**src/rtl/puf_challenge_sequencer.sv**
```systemverilog
// Arbiter-PUF challenge sequencer: LFSR challenges, launch pulses, response packing.
// Optional PUF_MAJORITY_VOTE_EN: three evaluations per challenge, majority-voted bit.
module puf_challenge_sequencer #(
    parameter int unsigned C_LENGTH    = 8,  // LFSR taps are fixed, so only 8 is valid
    parameter int unsigned RESP_BITS   = 8,
    parameter int unsigned SETTLE_CYC  = 2,
    parameter int unsigned CAPTURE_CYC = 2
) (
    input  logic                 clk,
    input  logic                 rst_n,
    input  logic                 start,
    input  logic [C_LENGTH-1:0]  seed,
    input  logic                 seed_load,
    output logic [C_LENGTH-1:0]  challenge,
    output logic                 launch,
    input  logic                 response_in,
    output logic [RESP_BITS-1:0] resp_data,
    output logic                 resp_valid,
    input  logic                 resp_ready,
    output logic                 busy
);

    localparam int unsigned CntW = $clog2(RESP_BITS + 1);

    typedef enum logic [2:0] {
        StIdle,
        StSetup,
        StLaunch,
        StSample,
        StDone
    } state_e;

    state_e                state_q;
    logic [C_LENGTH-1:0]   lfsr_q;
    logic                  launch_q;
    logic [RESP_BITS-1:0]  resp_data_q;
    logic                  resp_valid_q;
    logic                  busy_q;
    logic [CntW-1:0]       bit_cnt_q;
    logic [15:0]           cyc_cnt_q;
    logic [1:0]            sync_q;

    logic                  sync_resp;
    logic [C_LENGTH-1:0]   lfsr_next;
    logic [C_LENGTH-1:0]   seed_val;
    logic                  last_eval;
    logic                  vote_bit;

    assign sync_resp = sync_q[1];
    assign lfsr_next = {lfsr_q[C_LENGTH-2:0], lfsr_q[7] ^ lfsr_q[5] ^ lfsr_q[4] ^ lfsr_q[3]};
    // An all-zero seed would lock the LFSR up
    assign seed_val  = (seed == '0) ? C_LENGTH'(1) : seed;

`ifdef PUF_MAJORITY_VOTE_EN
    logic [1:0] eval_q;
    logic [1:0] ones_q;
    logic [1:0] ones_sum;

    assign ones_sum  = ones_q + {1'b0, sync_resp};
    assign last_eval = (eval_q == 2'd2);
    assign vote_bit  = (ones_sum >= 2'd2);
`else
    assign last_eval = 1'b1;
    assign vote_bit  = sync_resp;
`endif

    // Two-flop synchroniser for the asynchronous arbiter output
    always_ff @(posedge clk or negedge rst_n) begin
        if (!rst_n) begin
            sync_q <= 2'b00;
        end else begin
            sync_q <= {sync_q[0], response_in};
        end
    end

    always_ff @(posedge clk or negedge rst_n) begin
        if (!rst_n) begin
            state_q      <= StIdle;
            lfsr_q       <= C_LENGTH'(1);
            launch_q     <= 1'b0;
            resp_data_q  <= '0;
            resp_valid_q <= 1'b0;
            busy_q       <= 1'b0;
            bit_cnt_q    <= '0;
            cyc_cnt_q    <= '0;
`ifdef PUF_MAJORITY_VOTE_EN
            eval_q       <= 2'd0;
            ones_q       <= 2'd0;
`endif
        end else begin
            unique case (state_q)
                StIdle: begin
                    if (seed_load) begin
                        lfsr_q <= seed_val;
                    end
                    if (start) begin
                        state_q     <= StSetup;
                        busy_q      <= 1'b1;
                        bit_cnt_q   <= '0;
                        cyc_cnt_q   <= '0;
                        resp_data_q <= '0;
`ifdef PUF_MAJORITY_VOTE_EN
                        eval_q      <= 2'd0;
                        ones_q      <= 2'd0;
`endif
                    end
                end
                StSetup: begin
                    if (cyc_cnt_q == 16'(SETTLE_CYC - 1)) begin
                        state_q   <= StLaunch;
                        launch_q  <= 1'b1;
                        cyc_cnt_q <= '0;
                    end else begin
                        cyc_cnt_q <= cyc_cnt_q + 16'd1;
                    end
                end
                StLaunch: begin
                    if (cyc_cnt_q == 16'(CAPTURE_CYC - 1)) begin
                        state_q   <= StSample;
                        launch_q  <= 1'b0;
                        cyc_cnt_q <= '0;
                    end else begin
                        cyc_cnt_q <= cyc_cnt_q + 16'd1;
                    end
                end
                StSample: begin
                    launch_q <= 1'b0;
                    if (last_eval) begin
                        resp_data_q <= {resp_data_q[RESP_BITS-2:0], vote_bit};
                        lfsr_q      <= lfsr_next;
                        bit_cnt_q   <= bit_cnt_q + CntW'(1);
`ifdef PUF_MAJORITY_VOTE_EN
                        eval_q      <= 2'd0;
                        ones_q      <= 2'd0;
`endif
                        if (bit_cnt_q == CntW'(RESP_BITS - 1)) begin
                            state_q      <= StDone;
                            resp_valid_q <= 1'b1;
                        end else begin
                            state_q <= StSetup;
                        end
                    end else begin
`ifdef PUF_MAJORITY_VOTE_EN
                        eval_q <= eval_q + 2'd1;
                        ones_q <= ones_sum;
`endif
                        state_q <= StSetup;
                    end
                end
                StDone: begin
                    if (resp_ready) begin
                        state_q      <= StIdle;
                        resp_valid_q <= 1'b0;
                        busy_q       <= 1'b0;
                    end
                end
                default: begin
                    state_q <= StIdle;
                end
            endcase
        end
    end

    assign challenge  = lfsr_q;
    assign launch     = launch_q;
    assign resp_data  = resp_data_q;
    assign resp_valid = resp_valid_q;
    assign busy       = busy_q;

endmodule
```
**config.mk**
```make
export PLATFORM = sky130hd
export DESIGN_NAME = puf_challenge_sequencer
export DESIGN_NICKNAME = d
export VERILOG_FILES = /design/src/rtl/puf_challenge_sequencer.sv
export SDC_FILE = /design/constraint.sdc
export NUM_CORES = 1
export LEC_CHECK = 0
export ABC_AREA = 0
export CAP_MARGIN = 25
export CORE_MARGIN = 2
export CORE_UTILIZATION = 53
export DETAILED_ROUTE_END_ITERATION = 10
export GPL_TIMING_DRIVEN = 0
export PLACE_DENSITY = 0.83
export REMOVE_ABC_BUFFERS = 1
export SKIP_CTS_REPAIR_TIMING = 1
export SLEW_MARGIN = 15
export SYNTH_ARGS = -nofsm -noshare
export SYNTH_HDL_FRONTEND = slang
export SYNTH_SLANG_ARGS = --single-unit
```
**constraint.sdc**
```tcl
create_clock -name clk -period 4.2 [get_ports clk]
set_input_delay 0.84 -clock clk [delete_from_list [all_inputs] [get_ports clk]]
set_output_delay 0.84 -clock clk [all_outputs]
set_load 0.01 [all_outputs]
```
## Yosys cells after proc, flatten, opt, wreduce, memory -nomap -nowiden

Index checks and enable logic that the tools add are counted.

| operators by class | value |
|---|---|
| equal/unequal tests | 12 |
| bitwise operators | 3 |
| mux-type cells | 24 |
| add/sub/neg operators | 2 |
| reduce and logical (&&, ||, !) cells | 15 |

Operators with widths:

| cell | number |
|---|---|
| $mux 16 | 2 |
| $pmux 16 s2 | 1 |
| $pmux 8 s2 | 2 |
| $mux 8 | 3 |
| $add 16x1->16 const B | 1 |
| $eq 16x1->1 const B | 1 |
| $mux 3 | 5 |
| $pmux 3 s5 | 1 |
| $ne 2x2->1 const B | 6 |
| $reduce_and 3->1 | 3 |
| $logic_not 8->1 | 1 |
| $pmux 4 s2 | 1 |
| $reduce_bool 2->1 | 4 |
| $eq 3x2->1 const B | 2 |
| $reduce_and 2->1 | 3 |
| $mux 1 | 5 |
| $add 4x1->4 const B | 1 |
| $eq 4x3->1 const B | 1 |
| $mux 4 | 1 |
| $pmux 1 s2 | 2 |
| $reduce_and 4->1 | 1 |
| $eq 3x1->1 const B | 1 |
| $eq 3x3->1 const B | 1 |
| $logic_not 3->1 | 1 |
| 4 further kinds | 6 |

| storage, ports and cells | value |
|---|---|
| input port bits | 14 |
| output and inout bits | 19 |
| logic and storage cells | 65 |
| flip-flop bits (word level) | 44 |

## Longest topological paths before layout

| depth | value |
|---|---|
| depth after elaboration | 4 |
| gate-level depth with buffers | 7 |
| gate-level depth less buffers | 6 |

## Least setup slack after synthesis

OpenSTA, ideal clock, no wires.

| timing path | value |
|---|---|
| path kind | input to register |
| start point | in start |
| end point | reg resp_data_q[1] (netlist: resp_data[1]) |
| stages on the path | 4 |
| required time | 4079 ps |
| setup time | 121 ps |
| arrival time | 1762 ps |
| path slack | 2317 ps |
| buffers on the path | 1 |
| path through | or3b_1 -> a21o_1 -> buf_2 -> a22o_1 |

| between the ends | value |
|---|---|
| longest elaborated chain between the ends | 2 |

RTL lines:

| what | line | source |
|---|---|---|
| start, declared | 11 | `input logic start,` |
| $ne 2x2->1 (no source line) | -- |  |
| $reduce_and 2->1 (no source line) | -- |  |
| end signal, assigned | 129 | `resp_data_q <= {resp_data_q[RESP_BITS-2:0], vote_bit};` |
| end, declared | 36 | `logic [RESP_BITS-1:0] resp_data_q;` |

No other way between the ends.
A chain may end at the register's enable or synchronous reset.

## Final worst setup path

| timing path | value |
|---|---|
| start point | reg lfsr_q[0] (netlist: challenge[0]) |
| end point | out challenge[0] |

RTL lines:

| what | line | source |
|---|---|---|
| start, declared | 34 | `logic [C_LENGTH-1:0] lfsr_q;` |
| start signal, assigned | 94 | `lfsr_q <= seed_val;` |
| start signal, assigned | 130 | `lfsr_q <= lfsr_next;` |
| end, declared | 14 | `output logic [C_LENGTH-1:0] challenge,` |

No word-level cell between the ends.

==> results.tsv <==
metric	value	unit
VDD IR-drop max	0.000356	V
Power Dens Cells	689	nW/um2
hold crit path type	reg2reg	
CP max-delay cell	dfstp_2	
largest net degree at the start of global routing	27	
Tcrit/Tclk final	52.9	%
CP Capture Type	primary output	
Max FO, Critical Path	3	
crit path launch type	flop	
sequential area share after synthesis	48.2	%
setup TNS	0	ns
clk slew on worst S/H paths	0.08	ns
Max-cap violations	0	
post-synthesis cell count	229	
Ys Warns	0	
WP data arrival	1.38	ns
final wirelength	5.04	mm
router iterations before antenna repair	4	
Placed Area	2630	um2
minimum clock period	2.22	ns
most common cell in the netlist	dfrtp_1	
final hold vios	0	
sequential cell area	1100	um2
multi-input combinational cell area	1100	um2
RSZ-0062 raised after global routing	false	
1st-iter DRT viols	136	
CTS root buf	clkbuf_8	
design area	2740	um2
Avg Vias per Cell	6.23	
vias in the first global route	1800	
CP required	3.36	ns
static leakage power	0.00115	uW
delay-heaviest family, CP	flip-flops	
post-synthesis async set-or-reset flop share	100	%
most frequent cells after synthesis	dfrtp_1 (43), nand2_1 (30), a31oi_1 (19)	
critical path class	reg2out	
Clk Latency, worst-skew pair	0.30	ns
grt ovf	0	
Initial Util	55.9	%
CTS Sinks	44	
final slew viol count	0	
wire length on met2	2.45	mm
highest routed layer	met4	
synthesized area per cell	9.98	um2
critical-path cell list	clkdlybuf4s50_1	
Met3 Wirelength	179	um
ys flop type	dfrtp_1	
Worst Path Buf+Inv	1	
status	completed	
Yosys top cell by area	dfrtp_1	
layout cells sized above 1	8.88	%
gpl congestion	0.859	
Row Count	23	
distinct cell type count after synthesis	53	
initial antenna violation count	0	
first-pass GRT wire length	8.37	mm
I/O Buffers	32	
Core ar.	4090	um2
Max Freq	450	MHz
CTS Buf Count	5	
routed via count	1926	
die height	69.7	um
GRT Overall Usage	21.5	%
largest buffer count on any clock path	2	
Min Hold Slack	0.355	ns
Power, Total	1890	uW
Antenna Cells	0	
final core occ	67.1	%
final net count	275	
post-route ant nets	0	
Area Growth Syn to Fin	20.0	%
Die X	69.7	um
DP HPWL	3.39	mm
top post-synthesis cells by area	dfrtp_1 (47%), a31oi_1 (5.2%), nand2_1 (4.9%)	
Post-synth EDFFs	0	
wire length on met1	2.38	mm
DRC viols	0	
io pins	33	
htree depth	2	
die area	4850	um2
endpoints failing setup	0	
area share of the largest cell type after synthesis	47.1	%
CTS tree	done	
flops & latches, synth	44	
worst slew pin tran	0.748	ns
CP peak stage delay	0.55	ns
Max-slew headroom	50.1	%
Mapped Area	2290	um2
maximum clock skew at final layout	0.00561	ns
Fillers	320	
Avg WL per Cell	16.3	um
[sequential cells by signal, indices dropped and copies added (netlist names)]
signal / flops
cyc_cnt_q: 16
challenge: 8
resp_data: 8
bit_cnt_q: 4
state_q: 3
sync_q: 2
busy: 1
launch: 1
resp_valid: 1
[metal layers]
metal	vias up	GRT usage [%]
met5	-	0
li1	928	-
met2	50	34.7
met1	942	28.9
met4	0	8.33
met3	6	3.63
[placed cells by master, fill, tap and decap left out, types with 2 or more instances in the layout]
cell type,instances
and3_1,3
o41ai_1,2
nand4_1,9
nor2_1,11
o22ai_1,3
o21ai_1,7
and3b_1,3
a31oi_1,19
o2111ai_1,2
a22oi_1,2
o21ai_0,4
nand3_1,7
clkbuf_8,5
nand3b_1,2
ha_1,3
or3b_1,2
nor4_2,2
xnor2_1,4
a41oi_1,3
nand2_1,30
a22o_1,9
dfrtp_1,43
nor3_1,2
clkinv_4,2
xor2_1,2
clkdlybuf4s50_1,31
or3_1,3
a21oi_1,5
and2_1,3
inv_1,7
and4_1,4
[report_power, final]
| group | switching (uW) | total, uW | internal [uW] |
|---|---|---|---|
| Clock | 153 | 332 | 179 |
| Combinational | 474 | 857 | 384 |
| Sequential | 153 | 702 | 548 |
| Total | 780 | 1890 | 1110 |
[path summary, 6_finish.rpt]
kind	from	slack, ns	depth (start not counted)	endpoint
setup reg to reg	cyc_cnt_q[1]	2.22	6	cyc_cnt_q[7]
max in group asynchronous	rst_n	3.15	2	challenge[0]
min in group asynchronous	rst_n	0.48	1	cyc_cnt_q[14]
hold / removal	sync_q[0]	0.36	0	sync_q[1]
hold reg to reg	sync_q[0]	0.36	0	sync_q[1]
setup / recovery	challenge[0]	1.98	1	challenge[0]
[layout make-up]
cell class                 count  area share [%]
inverter                       8            1.09
tap                           50            2.28
multi-input combinational    166            40.0
clock buffer                   5            2.51
clock inverter                 3            1.73
sequential                    44            40.2
timing repair buffer          33            12.2
[logic make-up (layout without fill, tap and decap cells)]
kind of cell | Yosys count | count (layout) | share of synthesized area [%]
simple gates | 88 | 88 | 22.1
compound gates | 67 | 67 | 21.1
flops | 44 | 44 | 48.2
buf+inv | 19 | 49 | 3.78
xor+xnor | 6 | 6 | 2.30
fa+ha+maj | 3 | 3 | 1.64
mux | 2 | 2 | 0.930
[stage by stage]
step | cells | setup WS, ns
floorplan | 218 | 2.23
global placement | 300 | 1.15
detailed placement | 301 | 1.68
CTS | 309 | 1.97
global route | 309 | 1.94
finish | 309 | 1.98
Note: power is estimated with default switching activity, not from simulation.
